[src/rtl/aes_inv_mix_columns_seq.sv]
// Column-serial AES InvMixColumns engine with valid/ready in/out handshakes.
// CPC columns are transformed per BUSY cycle; in_bypass skips the transform for the last round.
module aes_inv_mix_columns_seq #(
    parameter int unsigned CPC = 1
) (
    input  logic         clk,
    input  logic         rst_n,
    input  logic         in_valid,
    output logic         in_ready,
    input  logic [127:0] in_state,
    input  logic         in_bypass,
    output logic         out_valid,
    input  logic         out_ready,
    output logic [127:0] out_state,
    output logic         busy
);

    localparam int unsigned NCOL  = 4;
    localparam int unsigned COLW  = 32;
    localparam int unsigned STW   = NCOL * COLW;
    localparam int unsigned CNTW  = 2;

    localparam logic [1:0] S_IDLE = 2'd0;
    localparam logic [1:0] S_BUSY = 2'd1;
    localparam logic [1:0] S_DONE = 2'd2;

    logic [1:0]      state_q, state_d;
    logic [CNTW-1:0] col_q, col_d;
    logic [STW-1:0]  work_q, work_d;
    logic            byp_q, byp_d;
    logic [STW-1:0]  result_q, result_d;
    logic            in_ready_q, in_ready_d;
    logic            out_valid_q, out_valid_d;
    logic            busy_q, busy_d;

    function automatic logic [7:0] xtime(input logic [7:0] b);
        return {b[6:0], 1'b0} ^ (b[7] ? 8'h1b : 8'h00);
    endfunction

    // One column through the 0e/0b/0d/09 circulant, multiples built from xtime chains.
    function automatic logic [31:0] inv_col(input logic [31:0] c);
        logic [3:0][7:0] s;
        logic [3:0][7:0] m9, mb, md, me;
        logic [7:0]      x2, x4, x8;
        s = c;
        for (int i = 0; i < 4; i++) begin
            x2    = xtime(s[i]);
            x4    = xtime(x2);
            x8    = xtime(x4);
            m9[i] = x8 ^ s[i];
            mb[i] = x8 ^ x2 ^ s[i];
            md[i] = x8 ^ x4 ^ s[i];
            me[i] = x8 ^ x4 ^ x2;
        end
        // s[3] is row 0 (MS byte)
        return {me[3] ^ mb[2] ^ md[1] ^ m9[0],
                m9[3] ^ me[2] ^ mb[1] ^ md[0],
                md[3] ^ m9[2] ^ me[1] ^ mb[0],
                mb[3] ^ md[2] ^ m9[1] ^ me[0]};
    endfunction

    // Transform columns col .. col+CPC-1 in place; column 0 occupies the MS word.
    function automatic logic [STW-1:0] apply_cols(input logic [STW-1:0] w,
                                                  input logic [CNTW-1:0] col,
                                                  input logic byp);
        logic [NCOL-1:0][COLW-1:0] wp;
        logic [CNTW-1:0]           pos;
        wp = w;
        for (int k = 0; k < int'(CPC); k++) begin
            pos     = 2'd3 - (col + 2'(k));
            wp[pos] = byp ? wp[pos] : inv_col(wp[pos]);
        end
        return wp;
    endfunction

    always_ff @(posedge clk or negedge rst_n) begin
        if (!rst_n) begin
            state_q     <= S_IDLE;
            col_q       <= '0;
            work_q      <= '0;
            byp_q       <= 1'b0;
            result_q    <= '0;
            in_ready_q  <= 1'b0;
            out_valid_q <= 1'b0;
            busy_q      <= 1'b0;
        end else begin
            state_q     <= state_d;
            col_q       <= col_d;
            work_q      <= work_d;
            byp_q       <= byp_d;
            result_q    <= result_d;
            in_ready_q  <= in_ready_d;
            out_valid_q <= out_valid_d;
            busy_q      <= busy_d;
        end
    end

    always_comb begin
        logic [STW-1:0] proc;
        logic           last;
        state_d  = state_q;
        col_d    = col_q;
        work_d   = work_q;
        byp_d    = byp_q;
        result_d = result_q;
        proc     = apply_cols(work_q, col_q, byp_q);
        last     = ((3'(col_q) + 3'(CPC)) == 3'd4);

        case (state_q)
            S_IDLE: begin
                if (in_valid && in_ready_q) begin
                    work_d  = in_state;
                    byp_d   = in_bypass;
                    col_d   = '0;
                    state_d = S_BUSY;
                end
            end
            S_BUSY: begin
                work_d = proc;
                col_d  = col_q + 2'(CPC);
                if (last) begin
                    result_d = proc;
                    state_d  = S_DONE;
                end
            end
            S_DONE: begin
                if (out_ready) begin
                    state_d = S_IDLE;
                end
            end
            default: state_d = S_IDLE;
        endcase

        // Status flags registered from the next state so they track state_q exactly.
        in_ready_d  = (state_d == S_IDLE);
        out_valid_d = (state_d == S_DONE);
        busy_d      = (state_d == S_BUSY);
    end

    assign in_ready  = in_ready_q;
    assign out_valid = out_valid_q;
    assign busy      = busy_q;
    assign out_state = result_q;

endmodule

[config.mk]
export PLATFORM = sky130hd
export DESIGN_NAME = aes_inv_mix_columns_seq
export DESIGN_NICKNAME = d
export VERILOG_FILES = /design/src/rtl/aes_inv_mix_columns_seq.sv
export SDC_FILE = /design/constraint.sdc
export NUM_CORES = 1
export LEC_CHECK = 0
export ABC_AREA = 1
export CAP_MARGIN = 0
export CORE_AREA = 5 5 256 258
export CTS_BUF_LIST = sky130_fd_sc_hd__clkbuf_8
export CTS_CLUSTER_DIAMETER = 40
export DETAILED_ROUTE_END_ITERATION = 7
export DIE_AREA = 0 0 261 263
export HOLD_SLACK_MARGIN = 0.08
export PLACE_DENSITY_LB_ADDON = 0.05
export SLEW_MARGIN = 25
export SYNTH_ARGS = -nofsm -noshare
export SYNTH_HDL_FRONTEND = slang
export SYNTH_SLANG_ARGS = --single-unit
[constraint.sdc]
create_clock -name clk -period 5 [get_ports clk]
set_input_delay 1.25 -clock clk [delete_from_list [all_inputs] [get_ports clk]]
set_output_delay 1.25 -clock clk [all_outputs]
set_load 0.005 [all_outputs]
==> metrics, run 1 <==
initial antenna violation count=1; Starting Density=29.7%; Min Clock Period, post-route=3.58 ns; post-DP HPWL=63300 um; Hold Crit Class=reg2reg; Remaining DRCs=0; fin. max-slew vios=0; non-filler cells, final=4047; gr usage total=24.7%; Syn Inst Count=2915; Row Count=92; Post-DRT Antenna Nets=0; asr flop ratio synth=100%; top-area cell type share of the netlist area=35.5%; part of the Yosys area used for sequential elements=35.5%; status=completed; CTS tree=built; layout cells sized above 1=7.54%; TritonCTS Buffers=59; core area=62700 sq um; area added between synthesis and finish=25.8%; fmax=279 MHz; worst-margin pin slew=0.955 ns; Avg Inst Size Synth=6.38 sq um; Max Root-Sink Buffers=3; vias in the first global route=20081; drt first pass iters=5; RSZ-0062 raised after global routing=false; wire length per cell=21.5 um; final setup fails=0; main area contributors after synthesis=dfrtp_1 36%, nand2_1 27%, nand3_1 14%; die height=263 um; DR iter-0 viols=1540; Synth Warn #=0; CTS clock-pin slew for the worst setup and hold paths=0.06 ns; via count=19976; DR vias/cell=4.94; root buf cell=clkbuf_8; final net count=3286; mapped cell area=18600 sq um; Congestion Overflow GR=0; first-pass GRT wire length=130000 um; hold buffers post-CTS=0; Crit path required time=5.55 ns; routability congestion estimate=0.975; Yosys top cell by area=dfrtp_1; WS Path Type=reg2reg; die width=261 um; Layout Skew=0.0390 ns; IO Count=264; crit path DAT=4.13 ns; cells resized by post-CTS repair=0; setup TNS=0 ns; worst-path fanout max=69; syn nets=3053; max_cap viols=0; I/O Buffers=263; die area=68600 sq um; Synth Flop Type=dfrtp_1; Setup Buffers After CTS=0; synth unique cells=33; period utilization=71.6%; Routed Wire Length=87000 um; H-tree levels=2; Post-synth EDFFs=0; Hold Vio Cnt, Final=0; Inst Count DP=3933; Worst setup SP type=flip-flop; critical path capture point type=flip-flop; clk_lat worst skew=0.67 ns; CTS sink cnt=264; Slew HR=36.3%; largest net degree at the start of global routing=129; synthesized flop and latch total=264
## cell families after synthesis
group	share of synthesized area [%]
AO/OA/AOI/OAI	4.44
XOR/XNOR	5.58
adder cells (fa/ha/maj)	0.336
buffers and inverters	9.73
flip-flops	35.5
AND/OR/NAND/NOR	44.4
## cell usage after synthesis, types with 2 or more instances
library cell     n
nand2b_1         2
buf_6            9
nand2_2         45
buf_4           12
o21bai_1         7
o211ai_1         6
xor2_1          59
or2_2            6
o21ai_0        114
xnor2_2          6
dfrtp_1        264
nand4_1          3
inv_1          290
a22o_1          10
nand2_4          4
clkbuf_1        62
nand3_2         13
buf_1           10
o21ai_1         14
nand3_1        527
nor2_1          14
nand2_1       1323
ha_1             5
xor2_2           4
nand3b_1         8
or2_1            2
inv_2           12
buf_2           37
clkinv_1         3
xnor2_1         41
## path summary, 6_finish.rpt
check | slack, ns | startpoint | end | cells past startpoint
max | 1.42 | col_q[0] | out_state[6] | 19
min | 0.48 | out_state[25] | out_state[25] | 2
max reg2reg | 1.42 | col_q[0] | out_state[6] | 19
min reg2reg | 0.48 | out_state[25] | out_state[25] | 2
max in group asynchronous | 3.31 | rst_n | out_state[118] | 2
min in group asynchronous | 0.60 | rst_n | out_state[25] | 1
## layout by cell type, fill, tap and decap left out, types with 31 or more instances in the layout
cell type,count
nand2_2,45
inv_1,297
dfrtp_1,262
nand3_1,527
o21ai_0,114
clkbuf_8,73
clkdlybuf4s50_1,262
nand2_1,1322
buf_4,31
xor2_1,59
xnor2_1,41
## per-layer routing
metal	global-route usage (%)	vias up	routed length (um)
met5	0	-	0
met4	6.04	0	2140
met3	3.33	121	4390
met2	40.9	588	41100
met1	34.3	9653	39300
li1	-	9614	-
## cell type report
type | count | area, sq um
Inverter | 307 | 1160
Multi-Input combinational cell | 2214 | 10200
Antenna cell | 4 | 10.0
Clock inverter | 37 | 323
Fill cell | 6793 | 39300
Clock buffer | 73 | 1000
Tap cell | 846 | 1060
Timing Repair Buffer | 302 | 3030
Sequential cell | 264 | 6610
## worst max-delay path, stage by stage (launching register included)
cell and delay, ns:
dfrtp_2 0.74, inv_8 0.03, buf_12 0.22, nand2_1 0.13, nand3_1 0.07, nand2_1 0.47
nand2_1 0.13, nand2_2 0.19, nand2_1 0.07, nand2_1 0.17, xor2_1 0.37, inv_1 0.07
nand2_1 0.08, nand2_1 0.06, nand2_1 0.05, nand2_1 0.12, nand2_2 0.12, nand3_1 0.09
nand3_1 0.15, nand2_1 0.06
## sequential cells by signal, summed over array words and instances, names as in the netlist
| name | count |
|---|---|
| busy | 1 |
| out_valid | 1 |
| out_state | 128 |
| work_q | 128 |
| state_q | 2 |
| in_ready | 1 |
| byp_q | 1 |
| col_q | 2 |
## per-stage QoR
| step | hold slack (ns) | cell area [sq um] | setup WS [ns] | utilization (%) |
|---|---|---|---|---|
| final | 0.482 | 23400 | 1.42 | 37.3 |
| after global routing | 0.502 | 23400 | 1.18 | 37.3 |
| after detailed placement | 0.465 | 22100 | 1.44 | 35.2 |
| after global placement | 0.466 | 22100 | 1.46 | 35.2 |
| after CTS | 0.486 | 23400 | 1.44 | 37.3 |
| after floorplan | 0.471 | 18600 | 2.43 | - |
Power of run 1 is left out: the tool's default activity adds up to more than one toggle a clock period on the data nets, which glitch-free logic cannot reach.
==> run 2: changes to the inputs <==
==> constraint.sdc (replaced) <==
create_clock -name clk -period 3.6 [get_ports clk]
set_input_delay 0.9 -clock clk [delete_from_list [all_inputs] [get_ports clk]]
set_output_delay 0.9 -clock clk [all_outputs]
set_load 0.005 [all_outputs]
==> run 2 against run 1 <==
  * Sequential share of layout area fell by 1.3 points
  * Flip-flop and latch count is the same
  * Clock-buffer cell count is the same
  * Utilization grew 1.9 points
  * First-iteration DRC count shrank 3.3%
  * Clock skew rose by 0.014 ns
  * Maximum frequency rose by 8.7%
  * Design area increased by 5.0%
  * Via count grew 1.5%
  * Critical path type unchanged
  * Critical endpoint is now out_state[58]
  * Highest routed layer unchanged
==> metrics, run 2 (same netlist as run 1, synthesis figures left out) <==
uppermost layer routed=met4 (unchanged); origin of the critical flop-to-flop path=col_q[0] (unchanged); Cell Chain, Critical Path=buf_12, nand2_1, nand3_1, nand2_1, inv_2, nand2_1, nand2_1, nand2_1, nand2_1, nand3_1, nand2_1, xor2_1, buf_4, nand2_1, nand3_1, nand3_1, nand2_1 (was inv_8, buf_12, nand2_1, nand3_1, nand2_1, nand2_1, nand2_2, nand2_1, nand2_1, xor2_1, inv_1, nand2_1, nand2_1, nand2_1, nand2_1, nand2_2, nand3_1, nand3_1, nand2_1); DR vias/cell=4.88 (was 4.94); DR WL met2=41500 um (was 41100 um); H-tree levels=2 (unchanged); crit path DAT=3.91 ns (was 4.13 ns); final net count=3400 (was 3286); Post-DRT Antenna Nets=0 (unchanged); CTS sink cnt=264 (unchanged); die width=261 um (unchanged); setup TNS=0 ns (unchanged); IO Count=264 (unchanged); fmax=304 MHz (was 279 MHz); fillcell total=6688 (was 6793); TritonCTS Buffers=61 (was 59); commonest non-fill, non-tap cell in the layout=nand2_1 (unchanged); FF-to-FF End=out_state[58] (was out_state[6]); drt first pass iters=6 (was 5); WS Path Type=reg2reg (unchanged); die area=68600 sq um (unchanged); cell mode on critical path=nand2_1 (unchanged); worst-margin pin slew=0.859 ns (was 0.955 ns); routed wl met3=4530 um (was 4390 um); Slew HR=42.8% (was 36.3%); clk_lat worst skew=0.69 ns (was 0.67 ns); Routed Wire Length=88300 um (was 87000 um); Worst setup SP type=flip-flop (unchanged); die height=263 um (unchanged); via count=20272 (was 19976); WL met1=40200 um (was 39300 um); peak per-stage delay on the critical path=0.49 ns (was 0.74 ns); status=completed (unchanged); Hold Crit Class=in2async (was reg2reg); final setup fails=0 (unchanged); Worst R2R Path Depth=17 (was 19); worst-path fanout max=53 (was 69); Critical path origin=col_q[0] (unchanged); post-DP HPWL=66200 um (was 63300 um); period utilization=91.5% (was 71.6%); Min Clock Period, post-route=3.29 ns (was 3.58 ns); commonest cells after routing, fill and taps aside=1322 x nand2_1, 527 x nand3_1, 301 x inv_1, 262 x dfrtp_1, 262 x clkdlybuf4s50_1 (was 1322 x nand2_1, 527 x nand3_1, 297 x inv_1, 262 x dfrtp_1, 262 x clkdlybuf4s50_1); layout cells sized above 1=10.5% (was 7.54%); Remaining DRCs=0 (unchanged); Max Root-Sink Buffers=3 (unchanged); area added between synthesis and finish=32.1% (was 25.8%); initial antenna violation count=1 (unchanged); vias in the first global route=20257 (was 20081); Slowest-stage cell, CP=dfrtp_2 (unchanged); wire length per cell=21.2 um (was 21.5 um); gr usage total=25.1% (was 24.7%); crit path to=out_state[58] (was out_state[6]); R2R setup slack=0.31 ns (was 1.42 ns); multi-input logic area=10200 sq um (unchanged); cells resized by post-CTS repair=0 (unchanged); Starting Density=29.7% (unchanged); first-pass GRT wire length=131000 um (was 130000 um); hold buffers post-CTS=0 (unchanged); Levels on crit path=17 (was 19); CTS clock-pin slew for the worst setup and hold paths=0.06 ns (about the same); Layout Skew=0.0533 ns (was 0.0390 ns); core area=62700 sq um (unchanged); I/O Buffers=263 (unchanged); DR iter-0 viols=1489 (was 1540); routability congestion estimate=0.948 (was 0.975); Crit path required time=4.22 ns (was 5.55 ns); RSZ-0062 raised after global routing=false (unchanged); CP bufs+invs=3 (unchanged); Congestion Overflow GR=0 (unchanged); Sequential Area=6610 sq um (unchanged); max_cap viols=0 (unchanged); fin. max-slew vios=0 (unchanged); CTS tree=built (unchanged); CP delay by family, top=simple AND/OR/NAND/NOR gates (unchanged); Fin Hold WS=0.213 ns (was 0.482 ns); root buf cell=clkbuf_8 (unchanged); Row Count=92 (unchanged); largest net degree at the start of global routing=112 (was 129); critical path capture point type=flip-flop (unchanged); Setup Buffers After CTS=0 (unchanged); Hold Vio Cnt, Final=0 (unchanged)
run 2: worst register-to-register path, cell delays in order, from the launching register on:
cell and delay [ns]:
dfrtp_2 0.49, buf_12 0.27, nand2_1 0.16, nand3_1 0.11, nand2_1 0.30, inv_2 0.23, nand2_1 0.07, nand2_1 0.18
nand2_1 0.09, nand2_1 0.13, nand3_1 0.09, nand2_1 0.09, xor2_1 0.38, buf_4 0.19, nand2_1 0.13, nand3_1 0.20
nand3_1 0.10, nand2_1 0.07
run 2: how the worst min path moves through the flow:
stage / to / slack, ns / cells after the start
final: out_state[57] / 0.21 / 1
after global routing: out_state[57] / 0.22 / 1
after CTS: out_state[57] / 0.20 / 1
after detailed placement: out_state[85] / 0.47 / 2
after global placement: out_state[4] / 0.47 / 2
after floorplan: work_q[126] / 0.47 / 2
run 2: cell type report:
cell class              count  area share, %
diodes                      2         0.0204
clock buffers              73           4.09
clock inverters            37           1.92
inverters                 307           4.73
multi-input cells        2214           41.5
flip-flops and latches    264           26.9
well taps                 846           4.31
repair buffers            414           16.5
run 2: per-stage QoR:
stage | cell area [sq um] | setup slack, ns | util, % | instances
2_1_floorplan | 18600 | 1.35 | - | 2915
3_3_place_gp | 23100 | 0.366 | 36.8 | 4045
3_5_place_dp | 23100 | 0.322 | 36.8 | 4045
4_1_cts | 24600 | 0.321 | 39.2 | 4155
5_1_grt | 24600 | 0.0772 | 39.2 | 4157
6_report | 24600 | 0.306 | 39.2 | 4157
run 2: layer usage:
metal	GRT usage (%)	vias up
li1	-	9848
met1	34.5	9721
met2	41.6	596
met3	3.60	107
met4	6.25	0
met5	0	-
Power of run 2 is left out for the same reason.
